===== src/rtl/async_fifo_pkg.sv =====
// Shared constants and types for the single-clock FIFO.
// Holds the parameter defaults, the derived address width and the status bundle.
package async_fifo_pkg;

  localparam int DATA_WIDTH_DEF = 8;
  localparam int FIFO_DEPTH_DEF = 8;
  localparam int ADDR_WIDTH_DEF = $clog2(FIFO_DEPTH_DEF);

  typedef struct packed {
    logic valid;
    logic overflow;
    logic underflow;
  } fifo_status_t;

  function automatic int addr_width(input int depth);
    return $clog2(depth);
  endfunction

endpackage


===== src/rtl/fifo_mem.sv =====
// FIFO storage: synchronous write port and registered read port.
// The read register clears on reset and holds its value when no read happens.
module fifo_mem
  import async_fifo_pkg::*;
#(
  parameter int DATA_WIDTH = DATA_WIDTH_DEF,
  parameter int DEPTH      = FIFO_DEPTH_DEF,
  parameter int ADDR_WIDTH = ADDR_WIDTH_DEF
) (
  input  logic                  clk,
  input  logic                  rst,
  input  logic                  we_i,
  input  logic [ADDR_WIDTH-1:0] waddr_i,
  input  logic [DATA_WIDTH-1:0] wdata_i,
  input  logic                  re_i,
  input  logic [ADDR_WIDTH-1:0] raddr_i,
  output logic [DATA_WIDTH-1:0] rdata_o
);

  logic [DATA_WIDTH-1:0] mem_q [DEPTH];
  logic [DATA_WIDTH-1:0] rdata_q;
  logic [DATA_WIDTH-1:0] rdata_d;

  // Storage is deliberately not reset.
  always_ff @(posedge clk) begin
    if (we_i) begin
      mem_q[waddr_i] <= wdata_i;
    end
  end

  always_comb begin
    rdata_d = rdata_q;
    if (re_i) begin
      rdata_d = mem_q[raddr_i];
    end
  end

  always_ff @(posedge clk) begin
    if (rst) begin
      rdata_q <= '0;
    end else begin
      rdata_q <= rdata_d;
    end
  end

  assign rdata_o = rdata_q;

endmodule


===== src/rtl/async_fifo.sv =====
// Single-clock FIFO with wrap-bit pointers and one-cycle read latency.
// Overflow and underflow are registered one-cycle strobes.
module async_fifo
  import async_fifo_pkg::*;
#(
  parameter int DATA_WIDTH = DATA_WIDTH_DEF,
  parameter int FIFO_DEPTH = FIFO_DEPTH_DEF
) (
  input  logic                  clk,
  input  logic                  rst,
  input  logic                  rd_en,
  input  logic                  wr_en,
  output logic [DATA_WIDTH-1:0] rdata,
  input  logic [DATA_WIDTH-1:0] wdata,
  output logic                  valid,
  output logic                  empty,
  output logic                  full,
  output logic                  overflow,
  output logic                  underflow
);

  localparam int AW = addr_width(FIFO_DEPTH);
  localparam logic [AW:0] PTR_ONE = {{AW{1'b0}}, 1'b1};

  logic [AW:0]  wptr_q;
  logic [AW:0]  wptr_d;
  logic [AW:0]  rptr_q;
  logic [AW:0]  rptr_d;
  logic         wr_acc;
  logic         rd_acc;
  fifo_status_t stat_q;
  fifo_status_t stat_d;

  assign empty = (wptr_q == rptr_q);
  assign full  = (wptr_q[AW-1:0] == rptr_q[AW-1:0]) &&
                 (wptr_q[AW] != rptr_q[AW]);

  // Acceptance uses the pre-edge flags, so read and write never conflict.
  always_comb begin
    wr_acc = wr_en & ~full;
    rd_acc = rd_en & ~empty;
    wptr_d = wptr_q;
    rptr_d = rptr_q;
    if (wr_acc) begin
      wptr_d = wptr_q + PTR_ONE;
    end
    if (rd_acc) begin
      rptr_d = rptr_q + PTR_ONE;
    end
    stat_d.valid     = rd_acc;
    stat_d.overflow  = wr_en & full;
    stat_d.underflow = rd_en & empty;
  end

  always_ff @(posedge clk) begin
    if (rst) begin
      wptr_q <= '0;
      rptr_q <= '0;
      stat_q <= '0;
    end else begin
      wptr_q <= wptr_d;
      rptr_q <= rptr_d;
      stat_q <= stat_d;
    end
  end

  assign valid     = stat_q.valid;
  assign overflow  = stat_q.overflow;
  assign underflow = stat_q.underflow;

  // Enables are masked with rst so unknown requests during reset are inert.
  fifo_mem #(
    .DATA_WIDTH (DATA_WIDTH),
    .DEPTH      (FIFO_DEPTH),
    .ADDR_WIDTH (AW)
  ) u_mem (
    .clk     (clk),
    .rst     (rst),
    .we_i    (wr_acc & ~rst),
    .waddr_i (wptr_q[AW-1:0]),
    .wdata_i (wdata),
    .re_i    (rd_acc & ~rst),
    .raddr_i (rptr_q[AW-1:0]),
    .rdata_o (rdata)
  );

endmodule


===== config.mk =====
export PLATFORM = sky130hd
export DESIGN_NAME = async_fifo
export DESIGN_NICKNAME = d
export VERILOG_FILES = /design/src/rtl/async_fifo_pkg.sv /design/src/rtl/fifo_mem.sv /design/src/rtl/async_fifo.sv
export SDC_FILE = /design/constraint.sdc
export NUM_CORES = 1
export LEC_CHECK = 0
export CAP_MARGIN = 10
export CORE_MARGIN = 8
export CORE_UTILIZATION = 57
export DETAILED_ROUTE_END_ITERATION = 8
export PLACE_DENSITY_LB_ADDON = 0.12
export SETUP_SLACK_MARGIN = 0.5
export SYNTH_ARGS = -nofsm -noshare
export SYNTH_HDL_FRONTEND = slang
export SYNTH_SLANG_ARGS = --single-unit

===== constraint.sdc =====
create_clock -name clk -period 3.25 [get_ports clk]
set_clock_uncertainty 0.2 [all_clocks]
set_input_delay 0.65 -clock clk [delete_from_list [all_inputs] [get_ports clk]]
set_output_delay 0.65 -clock clk [all_outputs]
set_load 0.01 [all_outputs]

==> impl_summary.txt, run 1 <==
----------------------------------------------------
[Worst setup path]
  Depth of the worst register-to-register path ... 5
  Arrival @ worst endpoint ... 1.79 ns
  CP Capture Type ... output port
  R2R Path End ... u_mem.mem_q[1][3]$_DFFE_PP_
  Worst r2r src ... rptr_q[3]$_SDFFE_PP0P_
  Register-to-register setup slack ... 1.04 ns
  Max FO, Critical Path ... 10
  Worst setup path startpoint ... wptr_q[0]$_SDFFE_PP0P_
  Worst path required time ... 2.40 ns
  Launching element type of the critical path ... flop
  Type of the worst setup path ... flop to output port

[Floorplan]
  Core Region ... 5780 um2
  Floorplan row count ... 28
  Die ar. ... 8530 um2
  Die outline height ... 92.4 um
  Width of the die ... 92.4 um
  Initial standard-cell utilization of the core ... 57.5%
  I/O pin count ... 25

[Cells and area]
  Fraction of layout cells with a size suffix above 1 ... 28.3%
  Final Net Count ... 242
  Number of diodes added for antenna fixing ... 0
  Final instance area ... 3920 um2
  Post-synthesis to final-layout area growth ... 17.8%

[Drt]
  Number of remaining DRC errors ... 0
  Routed length per placed instance ... 19.8 um
  First-pass iteration count of the detailed router ... 4
  Average vias per placed instance ... 5.64
  DRT Wirelength ... 6090 um
  Via count of the routed design ... 1,737
  DRT antenna net count ... 0
  Violation count after the first detailed-route iteration ... 124

[Power]
  Worst ir drop on vdd ... 0.000378 V
  Seq pwr share ... 52.4%
  Gate power share ... 17.9%
  Power per unit of standard cell area ... 592 nW/um2
  Fraction of power consumed by the clock network ... 29.7%
  Static leakage power ... 1.27 nW
  Power Internal ... 0.00172 W
  Switching power share of the total ... 26.1%
  Switching power summed over all nets ... 0.000605 W

[Synth]
  Async SR Flop Fraction ... 0%
  Mean post-synth cell area ... 17.8 um2
  Number of distinct library cell variants in the gate-level netlist after synthesis ... 30
  Synth Flop Type ... sky130_fd_sc_hd__edfxtp_1
  Yosys warning total ... 0
  Sequential element share of the synthesized area ... 69.3%
  Post-Synthesis Cell Area ... 3320 um2
  Net Count, Synth ... 201
  EDFF count, synth ... 64
  Post-synthesis instance total ... 187
  Register bit count reported by yosys ... 83

[Status]
  Status ... finished, final reports clean

[Timing]
  Transition at the pin with the smallest max-transition slack ... 0.595 ns
  Worst slew margin relative to its limit ... 60.2%
  RSZ-0062 raised after global routing ... false
  Upper clock frequency limit ... 379 MHz
  Period utilisation layout ... 81.3%
  Number of pins with negative max-slew slack in the final report ... 0
  Minimum clock period after layout ... 2.64 ns
  Sum Neg Setup Slack ... 0 ns
  Number of hold-slack violations in the final timing report ... 0
  Setup-failing EPs final ... 0

[Flow run]
  Count of maximum capacitance violations ... 0

[Clock network]
  # H-tree levels ... 3
  Clock sink count ... 83
  CTS tree ... done
  Register clock-pin slew on the reported worst setup and hold paths ... 0.09 ns
  Clock insertion delay at the later pin of the skew report ... 0.35 ns
  Master cell of the clock root buffer ... sky130_fd_sc_hd__clkbuf_8
  Clk buf depth ... 2
  Setup fix buffers added after clock tree synthesis ... 0
  Number of clock buffers inserted by TritonCTS ... 9

[Global routing]
  Global-route wire length before repair ... 9740 um
  Via count of the first global-routing pass ... 1,833
  Met3 global-route usage ... 4.69%
  Global routing's busiest layer ... met2
  Congestion Overflow GR ... 0
  Grt met2 use ... 24.4%
  Pin count of the biggest net entering global routing ... 20
  Overall fraction of global-route tracks in use ... 15.3%
  Global routing met1 resource utilization ... 18.8%
  Initial antenna violation count ... 0

[Worst hold path]
  Worst hold-check path type ... flop to flop
  Hold path start ... u_mem.rdata_o[5]$_SDFFE_PP0P_
  Number of cells on the worst hold path ... 2
  Hold path endpoint ... u_mem.rdata_o[5]$_SDFFE_PP0P_

[Placed design]
  DP HPWL ... 4130 um
  Cell area after placement ... 3710 um2
  Routability-driven placement congestion ratio ... 0.868
  Total of buffers placed on input and output ports ... 24

----------------------------------------------------
## synth_stat cells (2+ instances only)
master / number / area (um2)
sky130_fd_sc_hd__a211oi_2: 8 / 100
sky130_fd_sc_hd__a21oi_1: 4 / 20.0
sky130_fd_sc_hd__buf_4: 4 / 30.0
sky130_fd_sc_hd__buf_6: 2 / 22.5
sky130_fd_sc_hd__clkbuf_1: 4 / 15.0
sky130_fd_sc_hd__dfxtp_1: 19 / 380
sky130_fd_sc_hd__edfxtp_1: 64 / 1920
sky130_fd_sc_hd__ha_1: 2 / 25.0
sky130_fd_sc_hd__inv_1: 3 / 11.3
sky130_fd_sc_hd__mux2i_1: 10 / 100
sky130_fd_sc_hd__mux4_2: 16 / 360
sky130_fd_sc_hd__nand2_1: 2 / 7.51
sky130_fd_sc_hd__nand3_1: 2 / 10.0
sky130_fd_sc_hd__nor2_1: 19 / 71.3
sky130_fd_sc_hd__nor4_1: 4 / 25.0
sky130_fd_sc_hd__o21ai_0: 3 / 15.0
sky130_fd_sc_hd__or3_1: 4 / 25.0
sky130_fd_sc_hd__xnor2_1: 2 / 17.5
sky130_fd_sc_hd__xor2_1: 3 / 26.3
sky130_fd_sc_hd__xor2_2: 2 / 32.5
## metrics by stage
step / std cells / hold slack [ns] / power, W / utilization (%) / setup slack [ns]
after floorplan: 187 / 0.294 / 0.00152 / - / 0.610
after global placement: 292 / 0.312 / 0.00164 / 64.2 / 0.589
after detailed placement: 292 / 0.319 / 0.00166 / 64.2 / 0.524
after CTS: 308 / 0.336 / 0.00234 / 67.8 / 0.595
after global routing: 308 / 0.358 / 0.00241 / 67.8 / 0.517
final: 308 / 0.334 / 0.00232 / 67.8 / 0.609
## state kept, by name, indices dropped and copies added, names as in the netlist
signal	cells
u_mem.mem_q	64
overflow	1
underflow	1
wptr_q	4
u_mem.rdata_o	8
valid	1
rptr_q	4
## cell usage in the layout (no fill, tap or decap), types with 3 or more instances in the layout
master,netlist,routed
sky130_fd_sc_hd__a211oi_2,8,8
sky130_fd_sc_hd__clkbuf_8,0,11
sky130_fd_sc_hd__nor4_1,4,4
sky130_fd_sc_hd__nor2_1,19,19
sky130_fd_sc_hd__buf_4,4,17
sky130_fd_sc_hd__xor2_2,2,3
sky130_fd_sc_hd__edfxtp_1,64,64
sky130_fd_sc_hd__mux2i_1,10,10
sky130_fd_sc_hd__clkdlybuf4s50_1,0,22
sky130_fd_sc_hd__a21oi_1,4,4
sky130_fd_sc_hd__mux4_2,16,16
sky130_fd_sc_hd__dfxtp_1,19,16
sky130_fd_sc_hd__o21ai_0,3,3
sky130_fd_sc_hd__or3_1,4,3
sky130_fd_sc_hd__inv_1,3,3
## power by group through the flow
stage / registers, W / clock network, W / logic [W]
floorplan: 0.00124 / 0 / 0.000283
global placement: 0.00123 / 0 / 0.000409
detailed placement: 0.00124 / 0 / 0.000420
CTS: 0.00122 / 0.000701 / 0.000423
global route: 0.00122 / 0.000742 / 0.000450
finish: 0.00121 / 0.000690 / 0.000415
## layer usage
metal,share of wire [%],vias to the layer above,wire [um]
met2,48,39,2930
met5,0,-,0
met3,4.5,11,273
li1,-,814,-
met1,46,873,2780
met4,1.8,0,112
## cells by family (layout without fill, tap and decap cells)
| group | Yosys count | after routing | synth area share, % |
|---|---|---|---|
| fa+ha+maj | 2 | 2 | 0.753 |
| xor+xnor | 7 | 7 | 2.30 |
| flops | 83 | 83 | 69.3 |
| buf+inv | 14 | 60 | 2.52 |
| simple gates | 36 | 36 | 5.34 |
| compound gates | 19 | 19 | 5.98 |
| mux | 26 | 26 | 13.9 |
## critical path, stage by stage, from the launching register on
cell                            delay, ns
sky130_fd_sc_hd__dfxtp_2             0.40
sky130_fd_sc_hd__xor2_2              0.24
sky130_fd_sc_hd__or3_4               0.37
sky130_fd_sc_hd__nor2_1              0.14
sky130_fd_sc_hd__dlygate4sd2_1       0.29
## worst max path at each step
stage	to	slack, ns	depth (start not counted)
CTS	empty	0.59	4
global placement	u_mem.mem_q[6][4]$_DFFE_PP_	0.59	4
floorplan	u_mem.mem_q[0][0]$_DFFE_PP_	0.61	3
finish	empty	0.61	4
detailed placement	empty	0.52	4
global route	empty	0.52	4
## what timing repair did
action / 4_1_cts / 5_1_grt
hold buffers: 0 / 0
endpoints found under the setup margin: 2 / 0
resized for setup: 8 / 0
## area by class of cell
type | count | area (um2)
clock buffers | 11 | 151
clock inverters | 5 | 36.3
fillers | 393 | 1860
inverters | 3 | 11.3
multi-input cells | 90 | 951
flip-flops and latches | 83 | 2310
well taps | 75 | 93.8
repair buffers | 41 | 365
(Power assumes the default switching activity.)
==> run 2, diff against run 1 <==
==> constraint.sdc (replaced) <==
create_clock -name clk -period 2.5 [get_ports clk]
set_clock_uncertainty 0.2 [all_clocks]
set_input_delay 0.5 -clock clk [delete_from_list [all_inputs] [get_ports clk]]
set_output_delay 0.5 -clock clk [all_outputs]
set_load 0.01 [all_outputs]
==> impl_summary.txt, run 2 (synthesized netlist as in run 1, its figures left out) <==
----------------------------------------------------
[Placed design]
  Cell area after placement ... 3780 um2 (+1.9%)
  Minimum setup slack after placement ... 0.125 ns (-0.399 ns)
  Routability-driven placement congestion ratio ... 0.776 (-11%)
  Cell count after placement ... 293 (+0.34%)
  DP HPWL ... 4230 um (+2.6%)
  Total of buffers placed on input and output ports ... 24 (unchanged)

[Clock network]
  Register clock-pin slew on the reported worst setup and hold paths ... 0.08 ns (about the same)
  Clock insertion delay at the later pin of the skew report ... 0.35 ns (about the same)
  CTS tree ... done
  Post-CTS Hold Fix Bufs ... 0 (unchanged)
  Clock sink count ... 83 (unchanged)
  Number of clock buffers inserted by TritonCTS ... 9 (unchanged)
  # H-tree levels ... 3 (unchanged)
  Master cell of the clock root buffer ... sky130_fd_sc_hd__clkbuf_8
  Clk buf depth ... 2 (unchanged)

[Floorplan]
  Die outline height ... 92.4 um (unchanged)
  Die ar. ... 8530 um2 (unchanged)
  Width of the die ... 92.4 um (unchanged)
  I/O pin count ... 25 (unchanged)
  Core Region ... 5780 um2 (unchanged)
  Initial standard-cell utilization of the core ... 57.5% (unchanged)
  Floorplan row count ... 28 (unchanged)

[Power]
  Static leakage power ... 1.33 nW (+5.1%)
  Power per unit of standard cell area ... 789 nW/um2 (+33%)
  Worst ir drop on vdd ... 0.000506 V (+34%)

[Timing]
  Period utilisation layout ... 89.1%
  Worst Slack Setup Final ... 0.271 ns (-0.338 ns)
  Number of hold-slack violations in the final timing report ... 0 (unchanged)
  Setup-failing EPs final ... 0 (unchanged)
  Worst slew margin relative to its limit ... 61.8% (+1.6 points)
  Transition at the pin with the smallest max-transition slack ... 0.566 ns (-0.0288 ns)
  Sum Neg Setup Slack ... 0 ns (unchanged)
  Minimum clock period after layout ... 2.23 ns
  RSZ-0062 raised after global routing ... true
  Number of pins with negative max-slew slack in the final report ... 0 (unchanged)
  Upper clock frequency limit ... 449 MHz

[Cells and area]
  Max reg flops ... 64 (unchanged)
  Fraction of layout cells with a size suffix above 1 ... 37.8% (+9.5 points)
  Util after Layout ... 71.4% (+3.6 points)
  Sequential standard cell area ... 2310 um2 (+0.16%)
  Count of non-filler cells in the finished layout ... 313 (+1.6%)
  Number of diodes added for antenna fixing ... 0 (unchanged)
  Final instance area ... 4130 um2 (+5.3%)
  Final Net Count ... 247 (+2.1%)
  Area used by multi-input combinational logic ... 1060 um2 (+11%)
  Post-synthesis to final-layout area growth ... 24.1%
  Fill cell instance count of the final layout ... 398 (+1.3%)
  Commonest non-fill, non-tap cell in the layout ... sky130_fd_sc_hd__edfxtp_1
  Commonest non-fill, non-tap cells in the layout ... sky130_fd_sc_hd__edfxtp_1 (64), sky130_fd_sc_hd__clkdlybuf4s50_1 (21), sky130_fd_sc_hd__buf_4 (17)
  Register with the most flip-flops ... u_mem.mem_q

[Drt]
  First-pass iteration count of the detailed router ... 4 (unchanged)
  Routed length per placed instance ... 21.5 um (+8.5%)
  Violation count after the first detailed-route iteration ... 139 (+12%)
  DRT antenna net count ... 0 (unchanged)
  Number of remaining DRC errors ... 0 (unchanged)
  Average vias per placed instance ... 5.86 (+4.0%)
  DRT Wirelength ... 6720 um (+10%)
  Via count of the routed design ... 1,835 (+5.6%)

[Flow run]
  Count of maximum capacitance violations ... 0 (unchanged)

[Worst hold path]
  Worst hold-check path type ... flop to flop
  Hold path start ... rptr_q[3]$_SDFFE_PP0P_

[Worst setup path]
  Type of the worst setup path ... flop to output port
  Launching element type of the critical path ... flop
  Arrival @ worst endpoint ... 1.53 ns (-0.26 ns)
  CP Capture Type ... output port
  Worst setup path startpoint ... wptr_q[2]$_SDFFE_PP0P_
  Max FO, Critical Path ... 3 (-7)
  Worst r2r src ... rptr_q[0]$_SDFFE_PP0P_
  Worst path required time ... 1.80 ns (-0.60 ns)

[Global routing]
  Initial antenna violation count ... 0 (unchanged)
  Congestion Overflow GR ... 0 (unchanged)
  Overall fraction of global-route tracks in use ... 16.1% (+0.74 points)
  Pin count of the biggest net entering global routing ... 20 (unchanged)
  Global-route wire length before repair ... 10,200 um (+4.5%)
  Via count of the first global-routing pass ... 1,940 (+5.8%)

[Status]
  Status ... finished, final reports clean

----------------------------------------------------
-- run 2: changes by cell type in the layout (fill, tap and decap cells not counted), sizes merged --
cell           previous run  this run
bufinv                    0         2
dlymetal6s2s              0         1
clkbuf                   11         9
dlygate4sd2               2         0
buf                      17        24
clkdlybuf4s50            22        21
-- run 2: layer usage --
layer,vias up,part of all wire [%],GRT usage (%)
met1,936,40,18.8
met2,61,52,27.2
met4,0,2.3,7.92
li1,824,-,-
met5,-,0,0
met3,14,5.7,3.80
-- run 2: where the power goes --
part,switching (W),total (W),internal [W]
Combinational,0.000315,0.000642,0.000327
Sequential,0.0000363,0.00158,0.00154
Clock,0.000473,0.00103,0.000559
-- run 2: path summary, 6_finish.rpt --
path | cells after the start | end | slack [ns]
setup / recovery | 4 | full | 0.27
hold / removal | 2 | rptr_q[3]$_SDFFE_PP0P_ | 0.34
setup reg to reg | 5 | u_mem.mem_q[5][5]$_DFFE_PP_ | 0.47
hold reg to reg | 2 | rptr_q[3]$_SDFFE_PP0P_ | 0.34
-- run 2: metrics by stage --
step | hold WS (ns) | power (W)
final | 0.344 | 0.00325
after global routing | 0.354 | 0.00337
after CTS | 0.341 | 0.00324
after detailed placement | 0.326 | 0.00219
after global placement | 0.315 | 0.00217
after floorplan | 0.294 | 0.00199
-- run 2: layout make-up --
class / count / area share (%)
Multi-Input combinational cell: 90 / 25.6
Timing Repair Buffer: 46 / 10.6
Inverter: 3 / 0.273
Tap cell: 75 / 2.27
Clock buffer: 9 / 3.00
Clock inverter: 7 / 2.21
Sequential cell: 83 / 56.1
-- run 2: worst max-delay path: stages, from the launching register on --
cell	delay, ns
sky130_fd_sc_hd__dfxtp_2	0.34
sky130_fd_sc_hd__xor2_2	0.18
sky130_fd_sc_hd__or3_4	0.42
sky130_fd_sc_hd__nor2_1	0.10
sky130_fd_sc_hd__buf_2	0.14
-- run 2: what timing repair did --
action,4_1_cts,5_1_grt
endpoints found under the setup margin,56,73
buffers inserted,2,2
endpoints found under the hold margin,0,0
resized for setup,15,20
pin swaps,0,2
